`config.mk`:
```
export PLATFORM = sky130hd
export DESIGN_NAME = fwd_hazard_ctrl
export DESIGN_NICKNAME = d
export VERILOG_FILES = /design/src/rtl/pipe_ctrl_pkg.sv /design/src/rtl/fwd_sel_pick.sv /design/src/rtl/fwd_hazard_ctrl.sv
export SDC_FILE = /design/constraint.sdc
export NUM_CORES = 1
export LEC_CHECK = 0
export ABC_AREA = 1
export CAP_MARGIN = 20
export CORE_UTILIZATION = 35
export CTS_BUF_LIST = sky130_fd_sc_hd__clkbuf_4
export CTS_CLUSTER_DIAMETER = 30
export DETAILED_ROUTE_END_ITERATION = 10
export GPL_TIMING_DRIVEN = 0
export PLACE_DENSITY = 0.67
export SLEW_MARGIN = 25
export SYNTH_ARGS = -nofsm -noshare
export SYNTH_HDL_FRONTEND = slang
export SYNTH_HIERARCHICAL = 1
export SYNTH_SLANG_ARGS = --single-unit
```
`constraint.sdc`:
```
create_clock -name clk -period 2.1 [get_ports clk]
set_clock_uncertainty 0.15 [all_clocks]
set_input_delay 0.525 -clock clk [delete_from_list [all_inputs] [get_ports clk]]
set_output_delay 0.525 -clock clk [all_outputs]
set_load 0.1 [all_outputs]
```
`src/rtl/pipe_ctrl_pkg.sv`:
```
// rtl/pipe_ctrl_pkg.sv - shared types and helpers for the pipeline forwarding/hazard control
package pipe_ctrl_pkg;

    localparam int PIPE_REG_W    = 5;
    localparam int PIPE_ZERO_REG = 31;

    typedef enum logic [1:0] {
        FWD_RF  = 2'b00,
        FWD_MEM = 2'b01,
        FWD_WB  = 2'b10,
        FWD_RET = 2'b11
    } fwd_sel_t;

    typedef struct packed {
        logic                  valid;
        logic [PIPE_REG_W-1:0] rd;
        logic                  reg_write;
        logic                  mem_read;
    } track_entry_t;

    // The zero register reads as constant zero, so it can never be a forwarding source.
    function automatic logic trk_match(
        input logic [PIPE_REG_W-1:0] src,
        input track_entry_t          e,
        input logic [PIPE_REG_W-1:0] zero_reg
    );
        return e.valid && e.reg_write && (e.rd == src) && (src != zero_reg);
    endfunction

endpackage

```
`src/rtl/fwd_sel_pick.sv`:
```
// rtl/fwd_sel_pick.sv - nearest-producer priority compare for one EX operand
module fwd_sel_pick
    import pipe_ctrl_pkg::*;
#(
    parameter int ZERO_REG = PIPE_ZERO_REG
) (
    input  logic [PIPE_REG_W-1:0] src,
    input  logic                  use_src,
    input  track_entry_t          ex_e,
    input  track_entry_t          mem_e,
    input  track_entry_t          wb_e,
    output fwd_sel_t              sel,
    output logic                  ex_hit
);

    localparam logic [PIPE_REG_W-1:0] ZR = PIPE_REG_W'(ZERO_REG);

    logic hit_ex;
    logic hit_mem;
    logic hit_wb;

    assign hit_ex  = use_src && trk_match(src, ex_e, ZR);
    assign hit_mem = use_src && trk_match(src, mem_e, ZR);
    assign hit_wb  = use_src && trk_match(src, wb_e, ZR);
    assign ex_hit  = hit_ex;

    // Codes name where the value sits one cycle later, when the consumer is in EX.
    always_comb begin
        sel = FWD_RF;
        if (hit_ex) begin
            sel = FWD_MEM;
        end else if (hit_mem) begin
            sel = FWD_WB;
        end else if (hit_wb) begin
            sel = FWD_RET;
        end
    end

endmodule

```
`src/rtl/fwd_hazard_ctrl.sv`:
```
// rtl/fwd_hazard_ctrl.sv - operand forwarding selects and load-use stall control
module fwd_hazard_ctrl
    import pipe_ctrl_pkg::*;
#(
    parameter int REG_W    = PIPE_REG_W,
    parameter int ZERO_REG = PIPE_ZERO_REG
) (
    input  logic             clk,
    input  logic             reset,
    input  logic             id_valid,
    input  logic [REG_W-1:0] id_rn,
    input  logic [REG_W-1:0] id_rm,
    input  logic             id_use_rn,
    input  logic             id_use_rm,
    input  logic [REG_W-1:0] id_rd,
    input  logic             id_reg_write,
    input  logic             id_mem_read,
    input  logic             flush,
    output logic [1:0]       fwd_sel_a,
    output logic [1:0]       fwd_sel_b,
    output logic             stall,
    output logic             ex_bubble
);

    track_entry_t ex_q;
    track_entry_t mem_q;
    track_entry_t wb_q;
    track_entry_t id_entry;

    fwd_sel_t pick_a;
    fwd_sel_t pick_b;
    fwd_sel_t sel_a_q;
    fwd_sel_t sel_b_q;
    logic     ex_hit_a;
    logic     ex_hit_b;

    fwd_sel_pick #(.ZERO_REG(ZERO_REG)) u_pick_a (
        .src     (id_rn),
        .use_src (id_use_rn),
        .ex_e    (ex_q),
        .mem_e   (mem_q),
        .wb_e    (wb_q),
        .sel     (pick_a),
        .ex_hit  (ex_hit_a)
    );

    fwd_sel_pick #(.ZERO_REG(ZERO_REG)) u_pick_b (
        .src     (id_rm),
        .use_src (id_use_rm),
        .ex_e    (ex_q),
        .mem_e   (mem_q),
        .wb_e    (wb_q),
        .sel     (pick_b),
        .ex_hit  (ex_hit_b)
    );

    // A load in EX cannot supply its data until MEM, so a dependent in ID waits one cycle.
    assign stall     = id_valid && !flush && ex_q.valid && ex_q.mem_read && (ex_hit_a || ex_hit_b);
    assign ex_bubble = stall || flush;

    always_comb begin
        id_entry           = '0;
        id_entry.valid     = id_valid && !ex_bubble;
        id_entry.rd        = id_rd;
        id_entry.reg_write = id_reg_write;
        id_entry.mem_read  = id_mem_read;
    end

    // Tracking entries always advance; a stall only holds IF/ID, EX receives a bubble.
    always_ff @(posedge clk) begin
        if (reset) begin
            ex_q    <= '0;
            mem_q   <= '0;
            wb_q    <= '0;
            sel_a_q <= FWD_RF;
            sel_b_q <= FWD_RF;
        end else begin
            ex_q    <= id_entry;
            mem_q   <= ex_q;
            wb_q    <= mem_q;
            sel_a_q <= ex_bubble ? FWD_RF : pick_a;
            sel_b_q <= ex_bubble ? FWD_RF : pick_b;
        end
    end

    assign fwd_sel_a = sel_a_q;
    assign fwd_sel_b = sel_b_q;

endmodule

```
==> results.toml, run 1 <==
[critical_path]
cp-end-kind = "output port"
crit_path_top_delay_cell = "sky130_fd_sc_hd__dfxtp_2"
critical_path_peak_fanout = 3
chain_of_cells_forming_the_critical_path = "xor2_1 > nor2_1 > nand2_2 > nor2_4 > inv_2 > nand2_2 > nand3_4 > clkinvlp_4 > buf_12"
startpoint_type = "flop"
critPathKind = "reg2out"
critical_path.most_common_cell = "sky130_fd_sc_hd__nand2_2"
cpPeakStageDelay_ns = 0.37
critical_path_required_ns = 1.42
worst_ep_arrival_time_ns = 1.72

[sta]
grt_setup_unrepaired = "true"
maxSlewViolCount = 0
achievable-frequency_ghz = 0.418
setup_slack_ns = -0.294
final_setup_violation_count = 2
final_min_period_over_clock_period_pct = 114
timing.slew.headroom_pct = 64.1
timing_worst_slew_pin_value_ns = 0.541
layout_min_cycle_time_ns = 2.39
timing_hold_violations_final = 0

[placement]
dpl.cell_count = 298
gp_congestion = 0.781
pre_cts_slack_ns = -1.70
place_hpwl_um = 2200
portBuffers = 28
placedInstanceArea_sq_um = 1790

[drt]
drc_errors = 0
antenna_left = 0
dr_total_vias = 1253
routedWlPerCell_um = 9.08
wirelength_um = 2780
drt-initial-drc-count = 50
vias_per_cell = 4.09
firstDrtPassIters = 5

[cells_and_area]
final_net_count = 282
layoutNonFillerInstCount = 306
layout-area-overhead-vs-synth_pct = 31.5
n_antenna_cell = 0
finalInstanceArea_sq_um = 1880
final_layout_size_suffix_gt1_share_pct = 23.6
finish.utilization_pct = 49.5

[clock_network]
clock_insertion_delay_worst_skew_ns = 0.33
cts.hold.buffers_added = 0
number_of_buffers_created_by_cts = 3
clock_sink_count = 26
clockRootBuffer = "sky130_fd_sc_hd__clkbuf_4"
clk_pin_slew_worst_paths_ns = 0.15
tritoncts = "yes"
clockBufferDepth = 2
htree_levels = 1

[logic_synthesis]
postSynthNetCount = 245
postSynthAreaPerCell_sq_um = 6.45
syn-instance-count = 222
synth.cell_area_sq_um = 1430
synth_warnings = 6

[pwr]
ir_worst_vdd_mv = 0.267
total_leakage_power_nw = 0.828
power.density_nw_per_um2 = 552

[job]
drv.max_cap_violation_count = 0

[status]
failed_checks = "negative setup slack"
run_status = "finished with violations"

[grt]
global_route_wire_length_before_repair_um = 4820
track_usage_pct = 14.5
antenna_found_initial = 0
first_global_vias = 1105
grt_overflow = 0
grt_max_degree = 16

[die]
rows = 22
floorplan.io_pins = 29
core-area_sq_um = 3800
floorplan.initialDensity_pct = 37.7
die_height_um = 66.0
die_area_sq_um = 4350
die_w_um = 66.0

[worst_hold_path]
hp-class = "reg2reg"
[path summary, 6_finish.rpt]
kind         cells past startpoint  slack (ns)  startpoint       to
max                              9       -0.29     ex_q[6]    stall
min reg2reg                      2        0.30    mem_q[1]  wb_q[1]
min                              2        0.30    mem_q[1]  wb_q[1]
max reg2reg                     10        0.46     ex_q[6]  ex_q[7]
[metrics by stage]
stage	TNS (ns)	hold WS [ns]	total power [mW]
4_1_cts	-0.588	0.304	1.05
5_1_grt	-0.835	0.338	1.10
3_3_place_gp	-4.47	0.278	0.704
2_1_floorplan	-0.171	0.266	0.630
6_report	-0.584	0.303	1.04
3_5_place_dp	-4.57	0.286	0.706
[timing repair]
action,in CTS,in global routing
gates resized for setup,73,8
pin swaps,11,7
endpoints found under the setup margin,6,2
setup buffers,2,2
[flip-flops by register name (all words and copies together), names as in the netlist]
signal and flops:
mem_q 7, wb_q 7, ex_q 8, fwd_sel_a 2, fwd_sel_b 2
[power by group]
part           internal [mW]  switching, mW
sequential             0.510         0.0163
combinational         0.0778         0.0867
clock                  0.193          0.154
total                  0.781          0.257
[critical path, delay by kind of cell (launching register included)]
family	cells	cell delay [ns]
and+or+nand+nor	5	0.55
buffers and inverters	3	0.32
xor gates and xnor gates	1	0.16
DFF	1	0.37
[routing by layer]
metal	GRT usage, %	up-vias	part of all wire, %
li1	-	698	-
met1	18.8	523	47
met2	24.7	32	48
met3	3.62	0	4.8
met4	1.60	0	0
met5	0	-	0
[cells in the final DEF (no fill, tap or decap)]
master / instances
sky130_fd_sc_hd__xnor2_1: 14
sky130_fd_sc_hd__buf_4: 4
sky130_fd_sc_hd__clkbuf_4: 3
sky130_fd_sc_hd__nand3_1: 8
sky130_fd_sc_hd__nand2_1: 47
sky130_fd_sc_hd__clkdlybuf4s50_1: 10
sky130_fd_sc_hd__nand3_4: 2
sky130_fd_sc_hd__buf_12: 2
sky130_fd_sc_hd__buf_2: 8
sky130_fd_sc_hd__bufinv_16: 1
sky130_fd_sc_hd__inv_2: 13
sky130_fd_sc_hd__nor2_1: 43
sky130_fd_sc_hd__dlygate4sd2_1: 2
sky130_fd_sc_hd__nand2_4: 1
sky130_fd_sc_hd__dfxtp_4: 2
sky130_fd_sc_hd__nor2_4: 2
sky130_fd_sc_hd__a21oi_2: 2
sky130_fd_sc_hd__dfxtp_1: 21
sky130_fd_sc_hd__nor2_2: 4
sky130_fd_sc_hd__inv_1: 44
sky130_fd_sc_hd__clkinvlp_4: 1
sky130_fd_sc_hd__clkdlybuf4s15_2: 6
sky130_fd_sc_hd__xor2_1: 4
sky130_fd_sc_hd__dfxtp_2: 3
sky130_fd_sc_hd__nand2_2: 5
sky130_fd_sc_hd__buf_6: 2
sky130_fd_sc_hd__o21ai_1: 4
[final cells by class]
cell class              count  area, sq um
well taps                  48         60.1
clock buffers               3         22.5
fillers                   398         1920
flip-flops and latches     26          532
plain buffers               2         22.5
inverters                  58          221
multi-input cells         136          698
repair buffers             32          295
clock inverters             1         30.0
No activity file was read; power rests on OpenSTA's default activity.
==> run 2, diff against run 1 <==
Settings changed: CORE_MARGIN from default to 2.
==> results.toml, run 2 (synthesized netlist as in run 1, its figures left out) <==
[status]
run_status = "finished with violations"
failed_checks = "negative setup slack"

[grt]
met2_track_usage_gr_pct = 24.0
first_global_vias = 1122
grt_overflow = 0
met1_usage_pct = 15.7
antenna_found_initial = 0
met3_global_route_usage_pct = 2.47
grt-busiest-layer = "met2"
grt_max_degree = 15
global_route_wire_length_before_repair_um = 4670
track_usage_pct = 13.3

[clock_network]
htree_levels = 1
clk_pin_slew_worst_paths_ns = 0.13
tritoncts = "yes"
clock_sink_count = 26
clockRootBuffer = "sky130_fd_sc_hd__clkbuf_4"
cts.hold.buffers_added = 0
clock_insertion_delay_worst_skew_ns = 0.32
clockBufferDepth = 2
number_of_buffers_created_by_cts = 3

[pwr]
power.share.sequential_pct = 58.2
switching_power_mw = 0.248
power_report.internal_total_mw = 0.657
switching_share_pct = 27.4
ir_worst_vdd_mv = 0.291
pwr-share-comb_pct = 18.1
power.density_nw_per_um2 = 489
clock_power_share_pct = 23.7
total_leakage_power_nw = 0.812

[job]
drv.max_cap_violation_count = 0

[critical_path]
critical_path_required_ns = 1.42
startpoint_type = "primary input"
critPathKind = "in2out"
reg2reg_from = "ex_q[3]"
worst_ep_arrival_time_ns = 1.66
ff2ff_path_depth = 13
crit_end = "stall"
cp-end-kind = "output port"
worstSetupStartpoint = "id_use_rm"
critical_path_peak_fanout = 3
critical_path.reg2reg.endpoint = "ex_q[7]"
flop_to_flop_setup_slack_ns = 0.41

[die]
die_area_sq_um = 4620
die_w_um = 68.0
floorplan.initialDensity_pct = 36.0
die_height_um = 68.0
floorplan.io_pins = 29
core-area_sq_um = 3970
rows = 23

[sta]
achievable-frequency_ghz = 0.428
timing_hold_violations_final = 0
final_setup_violation_count = 2
maxSlewViolCount = 0
worst_hold_slack_ns = 0.302
grt_setup_unrepaired = "true"
layout_min_cycle_time_ns = 2.33
timing_worst_slew_pin_value_ns = 0.543
setup_slack_ns = -0.235
final_min_period_over_clock_period_pct = 111
timing.slew.headroom_pct = 64.0
setup_total_negative_slack_ns = -0.462

[cells_and_area]
layout.cells.most_common_list = "sky130_fd_sc_hd__nand2_1 (45), sky130_fd_sc_hd__nor2_1 (44), sky130_fd_sc_hd__inv_1 (42)"
largest_reg_flops = 8
layoutNonFillerInstCount = 308
finalInstanceArea_sq_um = 1850
layout-area-overhead-vs-synth_pct = 29.4
final_net_count = 282
final_layout_size_suffix_gt1_share_pct = 24.4
regs_by_ff_count = "ex_q: 8 flops, mem_q: 7 flops, wb_q: 7 flops"
n_antenna_cell = 0
layout.filler_cells = 423
seqCellArea_sq_um = 529
layout.cells.most_common = "sky130_fd_sc_hd__nand2_1"
largest-register = "ex_q"
multi_input_area_sq_um = 706

[drt]
dr_total_vias = 1266
antenna_left = 0
vias_per_cell = 4.11
drt-initial-drc-count = 19
firstDrtPassIters = 4
drc_errors = 0
wirelength_um = 2700
routedWlPerCell_um = 8.76

[worst_hold_path]
hp-class = "reg2reg"

[placement]
dpl.cell_count = 300
place_hpwl_um = 2190
placedInstanceArea_sq_um = 1800
portBuffers = 28
pre_cts_slack_ns = -1.69
gp_congestion = 0.814
-- run 2: cell types whose count changed in the layout (fill, tap and decap cells not counted), sizes merged --
| cell | change |
|---|---|
| buf | +2 |
| bufinv | -1 |
| clkdlybuf4s15 | -1 |
| clkinv | +1 |
| dlygate4sd2 | -1 |
-- run 2: final cells by class --
cell class	instances	area share (%)
Timing Repair Buffer	32	15.3
Inverter	58	12.0
Multi-Input combinational cell	136	38.1
Clock buffer	3	1.22
Buffer	2	1.22
Tap cell	50	3.38
Sequential cell	26	28.6
Clock inverter	1	0.203
-- run 2: per-stage QoR --
step / utilization, % / total power, mW
after global routing: 46.6 / 0.965
after detailed placement: 45.2 / 0.705
final: 46.6 / 0.906
after global placement: 45.2 / 0.703
after CTS: 45.9 / 0.919
after floorplan: - / 0.630
-- run 2: routing by layer --
metal / routed length [um] / vias up
met5: 0 / -
met4: 35 / 0
met3: 126 / 4
met2: 1340 / 28
met1: 1200 / 536
li1: - / 698
-- run 2: repair_timing --
| action | CTS | global route |
|---|---|---|
| resized for setup | 77 | 10 |
| setup buffers | 3 | 1 |
| pin swaps | 9 | 9 |
| setup endpoints to repair | 6 | 2 |
-- run 2: critical path: stages --
cell                            delay [ns]
sky130_fd_sc_hd__dlygate4sd2_1        0.25
sky130_fd_sc_hd__nand3_1              0.09
sky130_fd_sc_hd__nor2_1               0.12
sky130_fd_sc_hd__nand2_2              0.08
sky130_fd_sc_hd__nor2_4               0.11
sky130_fd_sc_hd__inv_2                0.04
sky130_fd_sc_hd__nand2_2              0.06
sky130_fd_sc_hd__nand3_4              0.10
sky130_fd_sc_hd__clkinvlp_4           0.10
sky130_fd_sc_hd__buf_12               0.17
-- run 2: worst min path at each step --
stage	from	end	slack [ns]	cells past startpoint
finish	mem_q[1]	wb_q[1]	0.30	2
global route	ex_q[1]	mem_q[1]	0.33	2
CTS	mem_q[7]	wb_q[7]	0.30	2
detailed placement	mem_q[7]	wb_q[7]	0.28	2
global placement	mem_q[7]	wb_q[7]	0.28	2
floorplan	mem_q[7]	wb_q[7]	0.27	2
-- run 2: power groups by stage --
stage / clock [mW] / sequential (mW) / combinational (mW)
finish: 0.215 / 0.527 / 0.164
global route: 0.249 / 0.531 / 0.186
CTS: 0.230 / 0.527 / 0.161
detailed placement: 0 / 0.537 / 0.168
global placement: 0 / 0.537 / 0.166
floorplan: 0 / 0.533 / 0.0964
==> run 3, diff against run 2 <==
Settings changed: CAP_MARGIN 20 to 15.
==> results of run 3 <==
Same layout as run 2: the final DEF is identical, and so are final timing and power.
